<file path="src/rtl/life_pkg.sv">
// Shared definitions for the life-board datapath: screen limits, colour width,
// the plotter state encoding and a small width helper.
package life_pkg;

  localparam int SCREEN_X_MAX = 159;
  localparam int SCREEN_Y_MAX = 119;
  localparam int COLOUR_W     = 3;

  typedef enum logic [1:0] {
    ST_IDLE = 2'd0,
    ST_PLOT = 2'd1,
    ST_DONE = 2'd2
  } state_t;

  // Index width for a counter over n positions; never narrower than one bit.
  function automatic int idx_width(input int n);
    return (n > 1) ? $clog2(n) : 1;
  endfunction

endpackage

</file>
<file path="src/rtl/cell_plotter_if.sv">
// Control-to-plotter bus: coordinate/draw strobes in, VGA pixel writes and stop out.
interface cell_plotter_if;
  import life_pkg::*;

  logic                ld_x;
  logic                ld_y;
  logic                draw;
  logic [7:0]          load_val;
  logic [COLOUR_W-1:0] colour_in;
  logic [7:0]          x_out;
  logic [6:0]          y_out;
  logic [COLOUR_W-1:0] colour_out;
  logic                plot;
  logic                stop;

  modport master (
    output ld_x, ld_y, draw, load_val, colour_in,
    input  x_out, y_out, colour_out, plot, stop
  );

  modport slave (
    input  ld_x, ld_y, draw, load_val, colour_in,
    output x_out, y_out, colour_out, plot, stop
  );

endinterface

</file>
<file path="src/rtl/cell_plotter_square_counter.sv">
// Column/row walker over a CELL_SIZE x CELL_SIZE square, column-major within a row,
// flagging the final pixel.
module square_counter
  import life_pkg::*;
#(
  parameter  int CELL_SIZE = 4,
  localparam int CW        = idx_width(CELL_SIZE)
) (
  input  logic          clock,
  input  logic          reset,
  input  logic          i_clear,
  input  logic          i_enable,
  output logic [CW-1:0] o_col,
  output logic [CW-1:0] o_row,
  output logic          o_last
);

  localparam logic [CW-1:0] LAST_IDX = CW'(CELL_SIZE - 1);

  logic [CW-1:0] r_col;
  logic [CW-1:0] r_row;

  // NOTE: clocked state uses non-blocking assignments so every register samples
  // pre-edge values regardless of statement order.
  always_ff @(posedge clock) begin
    if (!reset) begin
      r_col <= '0;
      r_row <= '0;
    end else if (i_clear) begin
      r_col <= '0;
      r_row <= '0;
    end else if (i_enable) begin
      if (r_col == LAST_IDX) begin
        r_col <= '0;
        r_row <= r_row + 1'b1;
      end else begin
        r_col <= r_col + 1'b1;
      end
    end
  end

  assign o_col  = r_col;
  assign o_row  = r_row;
  assign o_last = (r_col == LAST_IDX) && (r_row == LAST_IDX);

endmodule

</file>
<file path="src/rtl/cell_plotter.sv">
// Cell plotter: latches a cell coordinate, then sweeps its pixel square one VGA
// write per cycle and raises stop once the square is finished.
module cell_plotter
  import life_pkg::*;
#(
  parameter int CELL_SIZE = 4,
  parameter int X_MAX     = SCREEN_X_MAX,
  parameter int Y_MAX     = SCREEN_Y_MAX
) (
  input  logic           clock,
  input  logic           reset,
  cell_plotter_if.slave  bus
);

  localparam int CW = idx_width(CELL_SIZE);

  state_t              r_state;
  state_t              w_state_next;
  logic [7:0]          r_x_base;
  logic [6:0]          r_y_base;
  logic [COLOUR_W-1:0] r_colour;
  logic [7:0]          r_x_out;
  logic [6:0]          r_y_out;
  logic [COLOUR_W-1:0] r_colour_out;
  logic                r_plot;
  logic                r_stop;

  logic                w_clear;
  logic                w_enable;
  logic                w_capture;
  logic [CW-1:0]       w_col;
  logic [CW-1:0]       w_row;
  logic                w_last;
  logic [8:0]          w_px;
  logic [8:0]          w_py;
  logic                w_on_screen;
  logic [7:0]          w_x_clamped;
  logic [6:0]          w_y_clamped;

  square_counter #(.CELL_SIZE(CELL_SIZE)) u_counter (
    .clock    (clock),
    .reset    (reset),
    .i_clear  (w_clear),
    .i_enable (w_enable),
    .o_col    (w_col),
    .o_row    (w_row),
    .o_last   (w_last)
  );

  // Nine-bit sums so a square hanging off the right/bottom edge never wraps on-screen.
  assign w_px        = 9'(r_x_base) + 9'(w_col);
  assign w_py        = 9'(r_y_base) + 9'(w_row);
  assign w_on_screen = (w_px <= 9'(X_MAX)) && (w_py <= 9'(Y_MAX));

  assign w_x_clamped = (bus.load_val > 8'(X_MAX)) ? 8'(X_MAX) : bus.load_val;
  assign w_y_clamped = (bus.load_val > 8'(Y_MAX)) ? 7'(Y_MAX) : bus.load_val[6:0];

  // NOTE: every always_comb output gets a default first, so no branch infers a latch.
  always_comb begin
    w_state_next = r_state;
    w_clear      = 1'b0;
    w_enable     = 1'b0;
    w_capture    = 1'b0;
    case (r_state)
      ST_IDLE: begin
        w_capture = 1'b1;
        if (bus.draw) begin
          w_state_next = ST_PLOT;
          w_clear      = 1'b1;
        end
      end
      ST_PLOT: begin
        w_enable = 1'b1;
        if (w_last) w_state_next = ST_DONE;
      end
      ST_DONE: begin
        w_capture = 1'b1;
        if (!bus.draw) w_state_next = ST_IDLE;
      end
      default: w_state_next = ST_IDLE;
    endcase
  end

  // NOTE: reset is synchronous and clears every register; there are no memories here.
  always_ff @(posedge clock) begin
    if (!reset) r_state <= ST_IDLE;
    else        r_state <= w_state_next;
  end

  always_ff @(posedge clock) begin
    if (!reset) begin
      r_x_base <= '0;
      r_y_base <= '0;
      r_colour <= '0;
    end else begin
      if (w_capture && bus.ld_x) r_x_base <= w_x_clamped;
      if (w_capture && bus.ld_y) r_y_base <= w_y_clamped;
      if (w_clear)               r_colour <= bus.colour_in;
    end
  end

  // Outputs lag the counter by one edge; stop follows the DONE state by one edge.
  always_ff @(posedge clock) begin
    if (!reset) begin
      r_x_out      <= '0;
      r_y_out      <= '0;
      r_colour_out <= '0;
      r_plot       <= 1'b0;
      r_stop       <= 1'b0;
    end else begin
      r_plot <= (r_state == ST_PLOT) && w_on_screen;
      r_stop <= (r_state == ST_DONE);
      if (r_state == ST_PLOT) begin
        r_x_out      <= w_px[7:0];
        r_y_out      <= w_py[6:0];
        r_colour_out <= r_colour;
      end
    end
  end

  assign bus.x_out      = r_x_out;
  assign bus.y_out      = r_y_out;
  assign bus.colour_out = r_colour_out;
  assign bus.plot       = r_plot;
  assign bus.stop       = r_stop;

endmodule

</file>
<file path="src/flat_wrapper.sv">
// flat-port wrapper written by rule: the top's interface ports become plain ports
module cell_plotter_flat import life_pkg::*;
#(
  parameter int CELL_SIZE = 4,
  parameter int X_MAX     = SCREEN_X_MAX,
  parameter int Y_MAX     = SCREEN_Y_MAX
)
  (clock, reset, bus_ld_x, bus_ld_y, bus_draw, bus_load_val, bus_colour_in, bus_x_out, bus_y_out, bus_colour_out, bus_plot, bus_stop);
  cell_plotter_if bus_i ();
  input  logic clock;
  input  logic reset;
  input wire logic [$bits(bus_i.ld_x)-1:0] bus_ld_x;
  input wire logic [$bits(bus_i.ld_y)-1:0] bus_ld_y;
  input wire logic [$bits(bus_i.draw)-1:0] bus_draw;
  input wire logic [$bits(bus_i.load_val)-1:0] bus_load_val;
  input wire logic [$bits(bus_i.colour_in)-1:0] bus_colour_in;
  output wire logic [$bits(bus_i.x_out)-1:0] bus_x_out;
  output wire logic [$bits(bus_i.y_out)-1:0] bus_y_out;
  output wire logic [$bits(bus_i.colour_out)-1:0] bus_colour_out;
  output wire logic [$bits(bus_i.plot)-1:0] bus_plot;
  output wire logic [$bits(bus_i.stop)-1:0] bus_stop;
  assign bus_i.ld_x = bus_ld_x;
  assign bus_i.ld_y = bus_ld_y;
  assign bus_i.draw = bus_draw;
  assign bus_i.load_val = bus_load_val;
  assign bus_i.colour_in = bus_colour_in;
  assign bus_x_out = bus_i.x_out;
  assign bus_y_out = bus_i.y_out;
  assign bus_colour_out = bus_i.colour_out;
  assign bus_plot = bus_i.plot;
  assign bus_stop = bus_i.stop;
  cell_plotter #(.CELL_SIZE(CELL_SIZE), .X_MAX(X_MAX), .Y_MAX(Y_MAX)) u_core (.clock(clock), .reset(reset), .bus(bus_i));
endmodule
</file>
<file path="config.mk">
export PLATFORM = sky130hd
export DESIGN_NAME = cell_plotter_flat
export DESIGN_NICKNAME = d
export VERILOG_FILES = /design/src/rtl/life_pkg.sv /design/src/rtl/cell_plotter_if.sv /design/src/rtl/cell_plotter_square_counter.sv /design/src/rtl/cell_plotter.sv /design/src/flat_wrapper.sv
export SDC_FILE = /design/constraint.sdc
export NUM_CORES = 1
export LEC_CHECK = 0
export CAP_MARGIN = 20
export CORE_ASPECT_RATIO = 1.5
export CORE_MARGIN = 8
export CORE_UTILIZATION = 50
export CTS_CLUSTER_DIAMETER = 30
export DETAILED_ROUTE_END_ITERATION = 10
export PLACE_DENSITY = 0.87
export SETUP_SLACK_MARGIN = 0.3
export SYNTH_ARGS = -nofsm -noshare
export SYNTH_HDL_FRONTEND = slang
export SYNTH_SLANG_ARGS = --single-unit
</file>
<file path="constraint.sdc">
create_clock -name clock -period 2.85 [get_ports clock]
set_clock_uncertainty 0.15 [all_clocks]
set_input_delay 0.57 -clock clock [delete_from_list [all_inputs] [get_ports clock]]
set_output_delay 0.57 -clock clock [all_outputs]
set_load 0.005 [all_outputs]
</file>
* After elaboration in Yosys (flattened, before gate mapping)
Index checks and enable logic that the tools add are counted. W data, S select, Z words.
Storage, ports and cells: bits in registers 44, logic and storage cells 48
Operators by class: $add $sub $neg 4, $lt $le $gt $ge 4, eq/ne operators 7, multiplexer cells 11, bitwise operators 1, reductions and logical operators 10
Operators with widths (number):
- $add A8 B2 Y9 | 1
- $le A9 B7 Y1 const B | 1
- $le A9 B8 Y1 const B | 1
- $add A7 B2 Y8 | 1
- $gt A8 B7 Y1 const B | 1
- $gt A8 B8 Y1 const B | 1
- $mux W2 | 4
- $mux W8 | 1
- $mux W7 | 1
- $eq A2 B2 Y1 const B | 3
- $ne A2 B2 Y1 const B | 3
- $pmux W2 S3 | 1
- $logic_and A1 B1 Y1 | 5
- $add A2 B1 Y2 const B | 2
- $mux W1 | 4
- $reduce_or A2 Y1 | 2
- $reduce_and A3 Y1 | 1
- $eq A2 B1 Y1 const B | 1
- $logic_not A2 Y1 | 1
- $reduce_and A2 Y1 | 1
- $not A1 Y1 | 1

* Logic depth before layout (Yosys ltp)
word-level depth 4, mapped depth 6

* Cells and area by module
From an unflattened synthesis, not the netlist that was laid out.
Second synthesis, totals: cells, all modules 214, area, all modules 1970.6 um^2
Modules (own cells, without submodules):
- cell_plotter | times used 1, cells an instance 195, area each 1773.0 um^2
- square_counter | times used 1, cells an instance 19, area each 197.7 um^2

* Worst setup path before layout
Ideal clock, no wire load.
kind reg-to-reg, from register u_core.u_counter.r_col[0], in the netlist u_core.u_counter.o_col[0], to register u_core.r_plot, in the netlist u_core.bus.plot, library setup time 60 ps, data arrival time 1572 ps, required time 2640 ps, setup slack 1068 ps, cell stages (with the launch flop) 7, path buffers 0, path through dfxtp_1 > ha_1 > fa_1 > nand4_1 > o211ai_4 > a211oi_2 > o311a_1
On the way: longest elaborated chain between the ends 4
RTL lines:
- start: declaration | RTL line cell_plotter_square_counter.sv:20 | logic [CW-1:0] r_col;
- start signal: assignment | RTL line cell_plotter_square_counter.sv:37 | r_col <= r_col + 1'b1;
- $add A8 B2 Y9 | RTL line cell_plotter.sv:51 | assign w_px = 9'(r_x_base) + 9'(w_col);
- $le A9 B8 Y1 | RTL line cell_plotter.sv:53 | assign w_on_screen = (w_px <= 9'(X_MAX)) && (w_py <= 9'(Y_MAX));
- $logic_and A1 B1 Y1 | RTL line cell_plotter.sv:53
- $logic_and A1 B1 Y1 | RTL line cell_plotter.sv:111 | r_plot <= (r_state == ST_PLOT) && w_on_screen;
- end signal: assignment | RTL line cell_plotter.sv:111
- end: declaration | RTL line cell_plotter.sv:25 | logic r_plot;
Every way passes these cells. A chain may end at the register's enable or synchronous reset.

* Worst setup path in the final report
Ends and elaborated chain as after synthesis.

==> metrics.md <==
| Metric | Value |
|---|---|
| Status | finished clean |
| Mean Syn Cell Area | 9.19 µm² |
| NetSw | 330 µW |
| Setup ws final | 805 ps |
| Final GP Congestion | 0.850 |
| Final Hold Fails | 0 |
| Max-slew headroom | 65.2% |
| Initial Util | 50.8% |
| Synth warn | 0 |
| Hold WS | 307 ps |
| TNS Setup | 0 ps |
| Combinational Power Share | 13.7% |
| EDFF count, synth | 0 |
| Antenna diodes | 0 |
| Number of buffers created by CTS | 5 |
| Filler cells | 322 |
| Total grt overflow | 0 |
| Hold buffer count at CTS | 0 |
| Total chip power | 1.35 mW |
| First-pass GRT wire length | 6.91 mm |
| Wire per inst | 14.4 µm |
| Worst Setup End Kind | register |
| Residual DRC | 0 |
| CP max stage cell | dfxtp_1 |
| Synth Flop Type | dfxtp_1 |
| Worst VDD drop | 0.553 mV |
| Critical path's largest stage delay | 390 ps |
| Synth-to-Final Area Change | 24.6% |
| Setup WS pre-CTS | 796 ps |
| Resize count post-CTS | 0 |
| PwrDens | 552 nW/µm² |
| Synthesized area | 1960 µm² |
| Worst endpoint required time | 2890 ps |
| Setup bufs post-CTS | 0 |
| Die Ht | 92.6 µm |
| Worst-margin pin slew | 523 ps |
| Core area | 3850 µm² |
| Final worst path period need | 2040 ps |
| Clk_lat worst skew | 300 ps |
| Tcrit/Tclk final | 71.7% |
| Max_cap viols | 0 |
| Critical path class | register to register |
| Htree depth | 2 |
| P_int | 1.02 mW |
| Sw frac | 24.5% |
| Die area | 6220 µm² |
| CTS tree | yes |
| Vias in the first global route | 1551 |
| # rows | 28 |
| Worst-path fanout max | 4 |
| Nets | 271 |
| Sequential-to-total area share from yosys stat | 45.0% |
| Synth Register Bits | 44 |
| Distinct cells, synth | 36 |
| DRT Wirelength | 4.23 mm |
| Die W | 67.1 µm |
| Via/cell ratio | 5.48 |
| Seq pwr share | 51.2% |
| Clk pwr share | 35.0% |
| Worst-case clock buffer depth | 2 |
| Critical path arrival | 2080 ps |
| Max Slew Vio Count | 0 |
| Port bufs | 35 |
| First drt pass iteration count | 4 |
| Worst Hold Class | register to register |
| Cell count after synthesis | 213 |
| Critical Path Source Type | register |
| Via count | 1607 |
| Worst path buffer plus inverter count | 0 |
| Synth async-reset ratio | 0% |
| GRT Overall Usage | 14.2% |
| CTS root buf | clkbuf_8 |
| Clock transition at path regs | 80 ps |
| Clock sinks | 44 |
| Setup violators final | 0 |
| Largest net degree at the start of global routing | 29 |
| Post-synthesis net count | 237 |
| # IOs | 36 |
| Initial antenna violation count | 0 |
| Initial detailed-routing violation count | 46 |
| Routed Antenna Nets | 0 |
| Static leakage | 0.886 nW |
| Hpwl dp | 3.09 mm |
| Share of layout cells above drive strength 1 | 9.68% |
| Crit path cell chain | ha_1 -> fa_1 -> nand4_1 -> o2111ai_1 -> o311ai_0 -> o311a_1 |
| Max Freq | 489 MHz |
| RSZ-0062 raised after global routing | false |
| CP top delay family | compound AO/OA/AOI/OAI gates |
synth_stat cells, types with 3 or more instances:
library cell,instances,share of area [%]
nand3b_1,4,1.5
a21oi_1,20,5.1
clkbuf_1,3,0.58
xor2_1,5,2.2
nand2b_1,4,1.3
o21ai_0,3,0.77
dfxtp_1,44,45
o221a_2,8,4.6
ha_1,6,3.8
nand2_1,30,5.8
a211oi_1,12,4.6
nor2_1,26,5.0
nand3_1,7,1.8
xnor2_1,7,3.1
buf_2,5,1.3
mux2i_1,3,1.5
routing by layer:
layer / up-vias / GRT usage [%] / wire length (µm)
li1: 821 / - / -
met4: 0 / 8.58 / 110
met2: 48 / 23.5 / 2090
met3: 6 / 3.26 / 222
met5: - / 0 / 0
met1: 732 / 15.9 / 1810
final timing paths:
kind	from	endpoint	slack (ps)	depth (start not counted)
max reg2reg	u_core.u_counter.o_col[0]$_SDFFE_PP0P_	u_core.bus.plot$_SDFF_PN0_	810	6
min reg2reg	u_core.bus.y_out[0]$_SDFFE_PN0P_	u_core.bus.y_out[0]$_SDFFE_PN0P_	310	2
min	u_core.bus.y_out[0]$_SDFFE_PN0P_	u_core.bus.y_out[0]$_SDFFE_PN0P_	310	2
max	u_core.u_counter.o_col[0]$_SDFFE_PP0P_	u_core.bus.plot$_SDFF_PN0_	810	6
power groups by stage:
stage,Clock [mW],Sequential [mW],Combinational (mW)
6_report,0.472,0.690,0.185
5_1_grt,0.506,0.695,0.205
4_1_cts,0.479,0.690,0.187
2_1_floorplan,0,0.696,0.109
3_5_place_dp,0,0.704,0.186
3_3_place_gp,0,0.702,0.183
worst reg2reg max path, stage by stage, from the launching register on:
cell       delay [ps]
dfxtp_1           390
ha_1              250
fa_1              290
nand4_1           220
o2111ai_1         290
o311ai_0          200
o311a_1           140
state kept, by name, summed over array words and instances (netlist names):
signal	count
u_core.bus.y_out	7
u_core.r_x_base	8
u_core.u_counter.o_row	2
u_core.r_y_base	7
u_core.bus.plot	1
u_core.bus.stop	1
u_core.bus.colour_out	3
u_core.u_counter.o_col	2
u_core.r_colour	3
u_core.r_state	2
u_core.bus.x_out	8
placed cells by master, fill, tap and decap left out, types with 2 or more instances in the layout:
cell and instances:
dfxtp_1 44, clkdlybuf4s50_1 35, nand2_1 30, nor2_1 26, a21oi_1 20, a211oi_1 12, o221a_2 8, nand3_1 7
xnor2_1 7, ha_1 6, xor2_1 5, clkbuf_8 5, nand2b_1 4, nand3b_1 4, buf_4 4, mux2i_1 3
o21ai_0 3, nor2b_1 2, and2b_1 2, nand4_1 2, nor3_1 2, fa_1 2
logic make-up (layout without fill, tap and decap cells):
| kind of cell | Yosys count | in the layout | synth area share, % |
|---|---|---|---|
| AND/OR/NAND/NOR | 84 | 84 | 20.3 |
| XOR/XNOR | 12 | 12 | 5.37 |
| adder cells (fa/ha/maj) | 8 | 8 | 5.88 |
| multiplexers | 3 | 3 | 1.53 |
| buffers and inverters | 13 | 48 | 3.39 |
| flip-flops | 44 | 44 | 45.0 |
| AO/OA/AOI/OAI | 49 | 49 | 18.6 |
per-stage QoR:
step	utilization (%)	cells	cell area [µm²]
after global placement	60.5	285	2330
after global routing	63.3	293	2440
after detailed placement	60.5	285	2330
after CTS	63.3	293	2440
after floorplan	-	213	1960
final	63.3	293	2440
cell type report:
type                            instances  area [µm²]  share of cell area [%]
Multi-Input combinational cell        156        1010                    41.4
Sequential cell                        44         881                    36.1
Timing Repair Buffer                   39         380                    15.6
Clock buffer                            6        72.6                    2.97
Tap cell                               45        56.3                    2.31
Clock inverter                          2        35.0                    1.44
Inverter                                1        3.75                   0.154
(Power assumes the default switching activity.)
